--- src/rtl/hazard_sched_if.sv ---
// Decode-side bundle between the RV32I core and the hazard scheduler:
// ID instruction fields, branch/DRAM status in, stall/flush/forward controls out.
interface hazard_sched_if;
  logic [4:0] id_rs1;
  logic [4:0] id_rs2;
  logic       id_rs1_used;
  logic       id_rs2_used;
  logic [4:0] id_rd;
  logic       id_we_reg;
  logic       id_isLoad;
  logic       id_we_dram;
  logic       id_valid;
  logic       ex_br_flush;
  logic       dram_ack;

  logic       pc_stall;
  logic       ifid_stall;
  logic       idex_stall;
  logic       exmem_stall;
  logic       memwb_stall;
  logic       ifid_flush;
  logic       idex_flush;
  logic [1:0] fwd_rs1_sel;
  logic [1:0] fwd_rs2_sel;
  logic       dram_req;
  logic       mem_err;
  logic       dbg_state;  // 0 = RUN, 1 = MEMWAIT

  // Handshake: dram_req is a level held while the MEM stage owns a load/store;
  // the access completes in the first cycle dram_ack is seen with dram_req high
  // (or on wait timeout), and the pipe is frozen in every cycle before that.
  modport master (
    output id_rs1, id_rs2, id_rs1_used, id_rs2_used, id_rd, id_we_reg,
           id_isLoad, id_we_dram, id_valid, ex_br_flush, dram_ack,
    input  pc_stall, ifid_stall, idex_stall, exmem_stall, memwb_stall,
           ifid_flush, idex_flush, fwd_rs1_sel, fwd_rs2_sel, dram_req,
           mem_err, dbg_state
  );

  modport slave (
    input  id_rs1, id_rs2, id_rs1_used, id_rs2_used, id_rd, id_we_reg,
           id_isLoad, id_we_dram, id_valid, ex_br_flush, dram_ack,
    output pc_stall, ifid_stall, idex_stall, exmem_stall, memwb_stall,
           ifid_flush, idex_flush, fwd_rs1_sel, fwd_rs2_sel, dram_req,
           mem_err, dbg_state
  );
endinterface

--- src/rtl/hazard_sched.sv ---
// Hazard/stall scheduler for the five-stage RV32I pipe: shadow EX/MEM/WB
// destination tracking, forwarding selects, load-use bubbles and DRAM wait freeze.
module hazard_sched #(
  parameter int MEM_WAIT_MAX = 15
) (
  input logic           cpu_clk,
  input logic           cpu_rstn,
  hazard_sched_if.slave bus
);

  localparam logic [7:0] WAIT_MAX = 8'(MEM_WAIT_MAX);

  typedef struct packed {
    logic       valid;
    logic [4:0] rd;
    logic       we;
    logic       load;
    logic       mem;
  } shadow_t;

  typedef enum logic {
    RUN     = 1'b0,
    MEMWAIT = 1'b1
  } state_t;

  shadow_t    ex_q, ex_d, mem_q, mem_d, wb_q, wb_d;
  state_t     state_q, state_d;
  logic [7:0] cnt_q, cnt_d;
  logic       mem_err_q, mem_err_d;

  logic [1:0] fwd1, fwd2;
  logic       load_use, req, freeze, timeout;

  function automatic logic writes(shadow_t e, logic [4:0] rs);
    return e.valid & e.we & (e.rd == rs) & (rs != 5'd0);
  endfunction

  function automatic logic [1:0] fwd_sel(logic used, logic [4:0] rs,
                                         shadow_t ex, shadow_t mem, shadow_t wb);
    logic [1:0] sel;
    sel = 2'b00;
    if (used) begin
      if (writes(ex, rs))       sel = 2'b01;
      else if (writes(mem, rs)) sel = 2'b10;
      else if (writes(wb, rs))  sel = 2'b11;
    end
    return sel;
  endfunction

  always_comb begin
    fwd1     = fwd_sel(bus.id_rs1_used, bus.id_rs1, ex_q, mem_q, wb_q);
    fwd2     = fwd_sel(bus.id_rs2_used, bus.id_rs2, ex_q, mem_q, wb_q);
    load_use = ex_q.valid & ex_q.load &
               ((bus.id_rs1_used & writes(ex_q, bus.id_rs1)) |
                (bus.id_rs2_used & writes(ex_q, bus.id_rs2)));
    req      = mem_q.valid & mem_q.mem;
    timeout  = (state_q == MEMWAIT) & ~bus.dram_ack & (cnt_q >= WAIT_MAX);
    freeze   = ((state_q == RUN) & req & ~bus.dram_ack) |
               ((state_q == MEMWAIT) & ~bus.dram_ack & (cnt_q < WAIT_MAX));
  end

  // Priority: memory freeze, then branch flush, then load-use bubble.
  always_comb begin
    bus.pc_stall    = 1'b0;
    bus.ifid_stall  = 1'b0;
    bus.idex_stall  = 1'b0;
    bus.exmem_stall = 1'b0;
    bus.memwb_stall = 1'b0;
    bus.ifid_flush  = 1'b0;
    bus.idex_flush  = 1'b0;
    if (freeze) begin
      bus.pc_stall    = 1'b1;
      bus.ifid_stall  = 1'b1;
      bus.idex_stall  = 1'b1;
      bus.exmem_stall = 1'b1;
      bus.memwb_stall = 1'b1;
    end else if (bus.ex_br_flush) begin
      bus.ifid_flush = 1'b1;
      bus.idex_flush = 1'b1;
    end else if (load_use) begin
      bus.pc_stall   = 1'b1;
      bus.ifid_stall = 1'b1;
      bus.idex_flush = 1'b1;
    end
  end

  assign bus.fwd_rs1_sel = fwd1;
  assign bus.fwd_rs2_sel = fwd2;
  assign bus.dram_req    = req;
  assign bus.mem_err     = mem_err_q;
  assign bus.dbg_state   = state_q;

  // The counter includes the RUN cycle that first saw the missing ack, so a
  // timeout yields exactly MEM_WAIT_MAX freeze cycles.
  always_comb begin
    state_d   = state_q;
    cnt_d     = 8'd0;
    mem_err_d = mem_err_q | timeout;
    case (state_q)
      RUN: begin
        if (req & ~bus.dram_ack) begin
          state_d = MEMWAIT;
          cnt_d   = 8'd1;
        end
      end
      MEMWAIT: begin
        if (bus.dram_ack | timeout) state_d = RUN;
        else                        cnt_d   = cnt_q + 8'd1;
      end
      default: state_d = RUN;
    endcase
  end

  always_comb begin
    ex_d  = ex_q;
    mem_d = mem_q;
    wb_d  = wb_q;
    if (!freeze) begin
      wb_d  = mem_q;
      mem_d = ex_q;
      if (bus.ex_br_flush | load_use) begin
        ex_d = '0;
      end else begin
        ex_d = '{valid: bus.id_valid, rd: bus.id_rd, we: bus.id_we_reg,
                 load: bus.id_isLoad, mem: bus.id_isLoad | bus.id_we_dram};
      end
    end
  end

  always_ff @(posedge cpu_clk or negedge cpu_rstn) begin
    if (!cpu_rstn) begin
      ex_q      <= '0;
      mem_q     <= '0;
      wb_q      <= '0;
      state_q   <= RUN;
      cnt_q     <= 8'd0;
      mem_err_q <= 1'b0;
    end else begin
      ex_q      <= ex_d;
      mem_q     <= mem_d;
      wb_q      <= wb_d;
      state_q   <= state_d;
      cnt_q     <= cnt_d;
      mem_err_q <= mem_err_d;
    end
  end

endmodule

--- src/flat_wrapper.sv ---
// flat-port wrapper written by rule: the top's interface ports become plain ports
module hazard_sched_flat 
#(
  parameter int MEM_WAIT_MAX = 15
)
  (cpu_clk, cpu_rstn, bus_id_rs1, bus_id_rs2, bus_id_rs1_used, bus_id_rs2_used, bus_id_rd, bus_id_we_reg, bus_id_isLoad, bus_id_we_dram, bus_id_valid, bus_ex_br_flush, bus_dram_ack, bus_pc_stall, bus_ifid_stall, bus_idex_stall, bus_exmem_stall, bus_memwb_stall, bus_ifid_flush, bus_idex_flush, bus_fwd_rs1_sel, bus_fwd_rs2_sel, bus_dram_req, bus_mem_err, bus_dbg_state);
  hazard_sched_if bus_i ();
  input logic cpu_clk;
  input logic cpu_rstn;
  input wire logic [$bits(bus_i.id_rs1)-1:0] bus_id_rs1;
  input wire logic [$bits(bus_i.id_rs2)-1:0] bus_id_rs2;
  input wire logic [$bits(bus_i.id_rs1_used)-1:0] bus_id_rs1_used;
  input wire logic [$bits(bus_i.id_rs2_used)-1:0] bus_id_rs2_used;
  input wire logic [$bits(bus_i.id_rd)-1:0] bus_id_rd;
  input wire logic [$bits(bus_i.id_we_reg)-1:0] bus_id_we_reg;
  input wire logic [$bits(bus_i.id_isLoad)-1:0] bus_id_isLoad;
  input wire logic [$bits(bus_i.id_we_dram)-1:0] bus_id_we_dram;
  input wire logic [$bits(bus_i.id_valid)-1:0] bus_id_valid;
  input wire logic [$bits(bus_i.ex_br_flush)-1:0] bus_ex_br_flush;
  input wire logic [$bits(bus_i.dram_ack)-1:0] bus_dram_ack;
  output wire logic [$bits(bus_i.pc_stall)-1:0] bus_pc_stall;
  output wire logic [$bits(bus_i.ifid_stall)-1:0] bus_ifid_stall;
  output wire logic [$bits(bus_i.idex_stall)-1:0] bus_idex_stall;
  output wire logic [$bits(bus_i.exmem_stall)-1:0] bus_exmem_stall;
  output wire logic [$bits(bus_i.memwb_stall)-1:0] bus_memwb_stall;
  output wire logic [$bits(bus_i.ifid_flush)-1:0] bus_ifid_flush;
  output wire logic [$bits(bus_i.idex_flush)-1:0] bus_idex_flush;
  output wire logic [$bits(bus_i.fwd_rs1_sel)-1:0] bus_fwd_rs1_sel;
  output wire logic [$bits(bus_i.fwd_rs2_sel)-1:0] bus_fwd_rs2_sel;
  output wire logic [$bits(bus_i.dram_req)-1:0] bus_dram_req;
  output wire logic [$bits(bus_i.mem_err)-1:0] bus_mem_err;
  output wire logic [$bits(bus_i.dbg_state)-1:0] bus_dbg_state;
  assign bus_i.id_rs1 = bus_id_rs1;
  assign bus_i.id_rs2 = bus_id_rs2;
  assign bus_i.id_rs1_used = bus_id_rs1_used;
  assign bus_i.id_rs2_used = bus_id_rs2_used;
  assign bus_i.id_rd = bus_id_rd;
  assign bus_i.id_we_reg = bus_id_we_reg;
  assign bus_i.id_isLoad = bus_id_isLoad;
  assign bus_i.id_we_dram = bus_id_we_dram;
  assign bus_i.id_valid = bus_id_valid;
  assign bus_i.ex_br_flush = bus_ex_br_flush;
  assign bus_i.dram_ack = bus_dram_ack;
  assign bus_pc_stall = bus_i.pc_stall;
  assign bus_ifid_stall = bus_i.ifid_stall;
  assign bus_idex_stall = bus_i.idex_stall;
  assign bus_exmem_stall = bus_i.exmem_stall;
  assign bus_memwb_stall = bus_i.memwb_stall;
  assign bus_ifid_flush = bus_i.ifid_flush;
  assign bus_idex_flush = bus_i.idex_flush;
  assign bus_fwd_rs1_sel = bus_i.fwd_rs1_sel;
  assign bus_fwd_rs2_sel = bus_i.fwd_rs2_sel;
  assign bus_dram_req = bus_i.dram_req;
  assign bus_mem_err = bus_i.mem_err;
  assign bus_dbg_state = bus_i.dbg_state;
  hazard_sched #(.MEM_WAIT_MAX(MEM_WAIT_MAX)) u_core (.cpu_clk(cpu_clk), .cpu_rstn(cpu_rstn), .bus(bus_i));
endmodule
--- config.mk ---
export PLATFORM = sky130hd
export DESIGN_NAME = hazard_sched_flat
export DESIGN_NICKNAME = d
export VERILOG_FILES = /design/src/rtl/hazard_sched_if.sv /design/src/rtl/hazard_sched.sv /design/src/flat_wrapper.sv
export SDC_FILE = /design/constraint.sdc
export NUM_CORES = 1
export LEC_CHECK = 0
export CAP_MARGIN = 15
export CELL_PAD_IN_SITES_DETAIL_PLACEMENT = 0
export CELL_PAD_IN_SITES_GLOBAL_PLACEMENT = 1
export CORE_ASPECT_RATIO = 0.8
export CORE_MARGIN = 2
export CORE_UTILIZATION = 35
export DETAILED_ROUTE_END_ITERATION = 6
export PLACE_DENSITY = 0.74
export SYNTH_ARGS = -nofsm -noshare
export SYNTH_HDL_FRONTEND = slang
export SYNTH_SLANG_ARGS = --single-unit
export TNS_END_PERCENT = 100
--- constraint.sdc ---
create_clock -name cpu_clk -period 5.3 [get_ports cpu_clk]
set_input_delay 0.53 -clock cpu_clk [delete_from_list [all_inputs] [get_ports cpu_clk]]
set_output_delay 0.53 -clock cpu_clk [all_outputs]
set_load 0.01 [all_outputs]
# --- Word level (Yosys, flattened, before mapping) ---
# Index checks and enable logic that the tools add are counted.
totals:
  out_inout_bits: 14
  regBits: 34
  elab_cells: 83
  inputBits: 25
classes:
  n_eq_ne: 6
  order_cmp: 2
  addsub: 1
  mux: 23
  bitwise_logic: 34
  reduce_logical: 2
op_table:
  columns: ["operator", "n"]
  rows:
  - ["5-bit equality test", 6]
  - ["1-bit bitwise AND", 26]
  - ["2-bit two-way mux", 8]
  - ["8-bit case mux with 2 select lines", 1]
  - ["1-bit two-way mux", 11]
  - ["5-bit nonzero test", 2]
  - ["9-bit two-way mux", 1]
  - ["8-bit by 1-bit adder with 8-bit output, second input constant", 1]
  - ["8-bit by 4-bit greater-or-equal comparator with 1-bit output, second input constant", 1]
  - ["8-bit by 4-bit less-than comparator with 1-bit output, second input constant", 1]
  - ["8-bit two-way mux", 1]
  - ["1-bit OR", 6]
  - ["1-bit inverter", 2]
  - ["1-bit case mux with 2 select lines", 1]

# --- Logic depth before layout (Yosys ltp) ---
depth:
  word_depth: 9
  mapped_depth: 7
  mapped_depth_nobuf: 6

# --- Worst setup path before layout ---
# No wires, ideal clock.
synth_path:
  path_type: "input port to output port"
  from: "input port bus_id_rs2[4]"
  to: "output port bus_pc_stall"
  setup_slack_ns: 2.384
  cell_stages: 6
  path_buffers: 1
  t_required_ns: 4.770
  arrival_time_ns: 2.386
  cell_sequence: "xor2_1 > or4_4 > or4b_4 > and2_4 > o31ai_2 > buf_4"
synth_between:
  elab_chain_cells: 9
  word_cells_on_any_way: 10
  classes_between: "1 x eq/ne; 3 x mux; 5 x bitwise; 1 x reduce/logical"
synth_rtl:
  columns: ["item", "line", "text"]
  rows:
  - ["start, declared", "flat_wrapper.sv:11", "input wire logic [$bits(bus_i.id_rs2)-1:0] bus_id_rs2;"]
  - ["5-bit equality test", "hazard_sched.sv:35", "return e.valid & e.we & (e.rd == rs) & (rs != 5'd0);"]
  - ["1-bit bitwise AND", "hazard_sched.sv:35", null]
  - ["1-bit bitwise AND *", "hazard_sched.sv:35", null]
  - ["1-bit bitwise AND *", "hazard_sched.sv:55", "(bus.id_rs2_used & writes(ex_q, bus.id_rs2)));"]
  - ["1-bit OR *", "hazard_sched.sv:54", "((bus.id_rs1_used & writes(ex_q, bus.id_rs1)) |"]
  - ["1-bit bitwise AND *", "hazard_sched.sv:53", "load_use = ex_q.valid & ex_q.load &"]
  - ["1-bit two-way mux * (3 in a row)", null, null]
  - ["end, declared", "flat_wrapper.sv:21", "output wire logic [$bits(bus_i.pc_stall)-1:0] bus_pc_stall;"]
# Mark *: on every way between the ends. The rest lies on a longest branch, timed or not.

# --- Final worst setup path ---
layout_path:
  from: "input port bus_id_rs2[0]"
  to: "output port bus_pc_stall"
layout_between:
  elab_chain_cells: 9
  word_cells_on_any_way: 10
  classes_between: "1 x eq/ne; 3 x mux; 5 x bitwise; 1 x reduce/logical"
layout_rtl:
  columns: ["item", "line", "text"]
  rows:
  - ["5-bit equality test", "hazard_sched.sv:35", null]
  - ["1-bit bitwise AND", "hazard_sched.sv:35", null]
  - ["1-bit bitwise AND *", "hazard_sched.sv:35", null]
  - ["1-bit bitwise AND *", "hazard_sched.sv:55", null]
  - ["1-bit OR *", "hazard_sched.sv:54", null]
  - ["1-bit bitwise AND *", "hazard_sched.sv:53", null]
  - ["1-bit two-way mux *", "hazard_sched.sv:80", "end else if (load_use) begin"]
  - ["1-bit two-way mux *", "hazard_sched.sv:77", "end else if (bus.ex_br_flush) begin"]
  - ["1-bit two-way mux *", "hazard_sched.sv:71", "if (freeze) begin"]
# Marked as above.

==> run_results.csv <==
group,metric,value,unit
critical_path,path_cells,"clkdlybuf4s50_1 > xor2_1 > or4_4 > or4b_4 > and2_4 > o31ai_2 > clkdlybuf4s50_1",
sta,finalHoldViolCount,0,
run_status,violations,"design-rule violations",
floorplan,die_y,69.41,um
synthesis,yosysSeqAreaShare,0.4545,
synthesis,synth_top_family_by_area,"simple AND/OR/NAND/NOR gates",
drt,ant_nets,0,
cts,clk_pin_slew,0.07,ns
sta,tns,0,ns
power_and_ir_drop,power_leakage,1.048,nW
global_routing,grtUsageTotal,0.1525,
cts,clock-sinks,34,
drt,drcViolationCount,2,
critical_path,cp_common_cell,"clkdlybuf4s50_1",
worst_hold_path,min_path_type,"register to register",
global_routing,grt-ovfl-total,0,
sta,period_share,0.7227,
drt,drt-initial-drc-count,91,
run,maxCapViolCount,0,
drt,wl_per_cell,15.03,um
synthesis,synth-edff-count,0,
synthesis,synthCells,172,
sta,rsz0062_at_grt,"false",
synthesis,synth_top_area_frac,0.4545,
cells_and_area,nFillCells,494,
global_routing,grt_pass1_wl,7.065,mm
cts,cts_tree,"built",
floorplan,die_w,85.76,um
critical_path,cp_data_required_time,4.77,ns
synthesis,yosysWarnings,0,
synthesis,post_synth_xor_area_fraction,0.1357,
drt,drt_wl_total,4.194,mm
cts,cts_hold_buf,0,
cts,cts_setup_buffers,0,
cts,htree_num_levels,2,
floorplan,io-pin-count,39,
sta,hold_ws,0.4648,ns
drt,via_per_inst,5.011,
critical_path,path_max_fanout,4,
synthesis,syn_area,1872,um2
synthesis,synth-main-ff-cell,"dfrtp_1",
cells_and_area,nets,242,
placed_design,place.gp.congestion,0.8903,
power_and_ir_drop,peakVddDrop,0.1376,mV
synthesis,muxShareOfSynthArea,0.1270,
sta,setup_viol,0,
cts,cts_inserted_buffers,5,
synthesis,yosys.area_share.simple,0.1758,
sta,final-max-slew-violation-count,0,
cts,cts_root_buf,"clkbuf_8",
global_routing,grt_max_degree,35,
critical_path,cp.arrival,3.30,ns
synthesis,yosysTopAreaCell,"dfrtp_1",
global_routing,grt_pass1_vias,1429,
cells_and_area,layout-drive-gt1-share,0.1475,
floorplan,initial_utilization,0.3675,
drt,first_pass_iters,7,
synthesis,synth-compound-area-share,0.05682,
critical_path,crit_type,"input pin to output port",
power_and_ir_drop,p_per_area,246.7,nW/um2
sta,max_clock_freq,261.1,MHz
run_status,status,"complete, but fails checks",
floorplan,die_area,5953,um2
synthesis,syn_area_per_cell,10.88,um2
floorplan,fp-row-count,23,
critical_path,cp-end-kind,"output port",
critical_path,cp-start-kind,"input pin",
cts,worstSkewPairLatency,0.28,ns
synthesis,synth.distinct_cells,40,
synthesis,yosys.cell_count.top_type,"dfrtp_1",
sta,skew,0.004652,ns
cts,clk_path_buf_depth,2,
sta,period_needed,3.830,ns
cells_and_area,n_antenna_cell,0,
synthesis,async_flop_share,1.000,
critical_path,worst_path_largest_cell_delay,0.57,ns
global_routing,antenna_found_initial,0,
synthesis,synthAdderAreaFrac,0.006684,
synthesis,synthTopCellsByArea,"dfrtp_1 (45%), xnor2_1 (9.8%), mux2_2 (8.4%)",
cells_and_area,area_growth,28.94,%
drt,vias,1398,
sta,slew_headroom,0.5326,
floorplan,core_area,5094,um2
synthesis,ys_ff_latch,34,
critical_path,cpMaxStageDelayCell,"or4b_4",
synthesis,synth_common_cells,"dfrtp_1 (34), xnor2_1 (21), mux2_2 (14)",
placed_design,io_buffers,38,
cts,ctsResizeCount,0,
sta,tightest_slew,0.6946,ns
placed_design,hpwl,3.157,mm
==> critical path: cells and delay by family <==
kind	cells	cell delay [ns]
AND/OR/NAND/NOR	3	1.26
XOR/XNOR	1	0.19
AO/OA/AOI/OAI	1	0.23
buffers and inverters	2	1.09
==> metal layers <==
| metal | vias up | part of all wire | global-route usage |
|---|---|---|---|
| met2 | 36 | 0.44 | 0.2300 |
| met4 | 0 | 0.0072 | 0.03880 |
| met3 | 4 | 0.057 | 0.03810 |
| met5 | - | 0 | 0 |
| li1 | 681 | - | - |
| met1 | 677 | 0.50 | 0.2188 |
==> worst paths after layout <==
check	from	to	slack, ns	cells after the start
max	bus_id_rs2[0]	bus_pc_stall	1.47	7
min	u_core.bus.mem_err$_DFF_PN0_	u_core.bus.mem_err$_DFF_PN0_	0.46	1
max reg2reg	u_core.cnt_q[0]$_DFF_PN0_	u_core.ex_q[5]$_DFFE_PN0N_	3.00	7
min reg2reg	u_core.bus.mem_err$_DFF_PN0_	u_core.bus.mem_err$_DFF_PN0_	0.46	1
max in group asynchronous	cpu_rstn	u_core.mem_q[3]$_DFFE_PN0N_	4.34	2
min in group asynchronous	cpu_rstn	u_core.mem_q[0]$_DFFE_PN0N_	0.64	2
==> placed cells by master, fill, tap and decap left out, types with 3 or more instances in the layout <==
master | synthesis | final
nor3_1 | 11 | 11
nand3_1 | 6 | 6
nand4_1 | 4 | 4
nand2_1 | 6 | 6
dfrtp_1 | 34 | 34
nor4_1 | 3 | 3
o21ai_0 | 3 | 3
nor2_1 | 10 | 10
xnor2_1 | 21 | 21
inv_1 | 8 | 8
mux2_2 | 14 | 14
mux2i_1 | 8 | 8
conb_1 | 1 | 4
clkdlybuf4s50_1 | 0 | 38
or4_1 | 3 | 3
clkbuf_8 | 1 | 5
xor2_1 | 8 | 8
==> layout make-up <==
| type | count | area, um2 | area share |
|---|---|---|---|
| Multi-Input combinational cell | 126 | 969.7 | 0.4018 |
| Timing Repair Buffer | 40 | 395.4 | 0.1638 |
| Sequential cell | 34 | 850.8 | 0.3525 |
| Clock inverter | 2 | 13.76 | 0.005702 |
| Inverter | 9 | 33.78 | 0.01400 |
| Clock buffer | 6 | 72.57 | 0.03007 |
| Tap cell | 62 | 77.57 | 0.03214 |
==> cell families (layout without fill, tap and decap cells) <==
logic type / Yosys count / in the layout
AO/OA/AOI/OAI: 13 / 13
multiplexers: 22 / 22
flip-flops: 34 / 34
adder cells (fa/ha/maj): 1 / 1
XOR/XNOR: 29 / 29
other: 1 / 4
AND/OR/NAND/NOR: 57 / 57
buffers and inverters: 15 / 57
==> stage by stage <==
stage / instances / cell area (um2) / util / setup slack (ns) / power, mW
2_1_floorplan: 175 / 1883 / - / 2.384 / 0.3576
3_3_place_gp: 271 / 2327 / 0.4569 / 1.487 / 0.4100
3_5_place_dp: 271 / 2327 / 0.4569 / 1.475 / 0.4119
4_1_cts: 279 / 2414 / 0.4738 / 1.465 / 0.6041
5_1_grt: 279 / 2414 / 0.4738 / 1.416 / 0.6308
6_report: 279 / 2414 / 0.4738 / 1.470 / 0.5954
==> sequential cells by signal, indices dropped and copies added (netlist names) <==
signal                cells
u_core.mem_q              8
u_core.cnt_q              8
u_core.bus.mem_err        1
u_core.bus.dbg_state      1
u_core.wb_q               7
u_core.ex_q               9
==> where the power goes <==
part / internal (mW) / switching (mW)
sequential: 0.279 / 0.0215
clock: 0.0926 / 0.0965
combinational: 0.0614 / 0.0441
total: 0.433 / 0.162
Power figures use the tool's default switching activity.
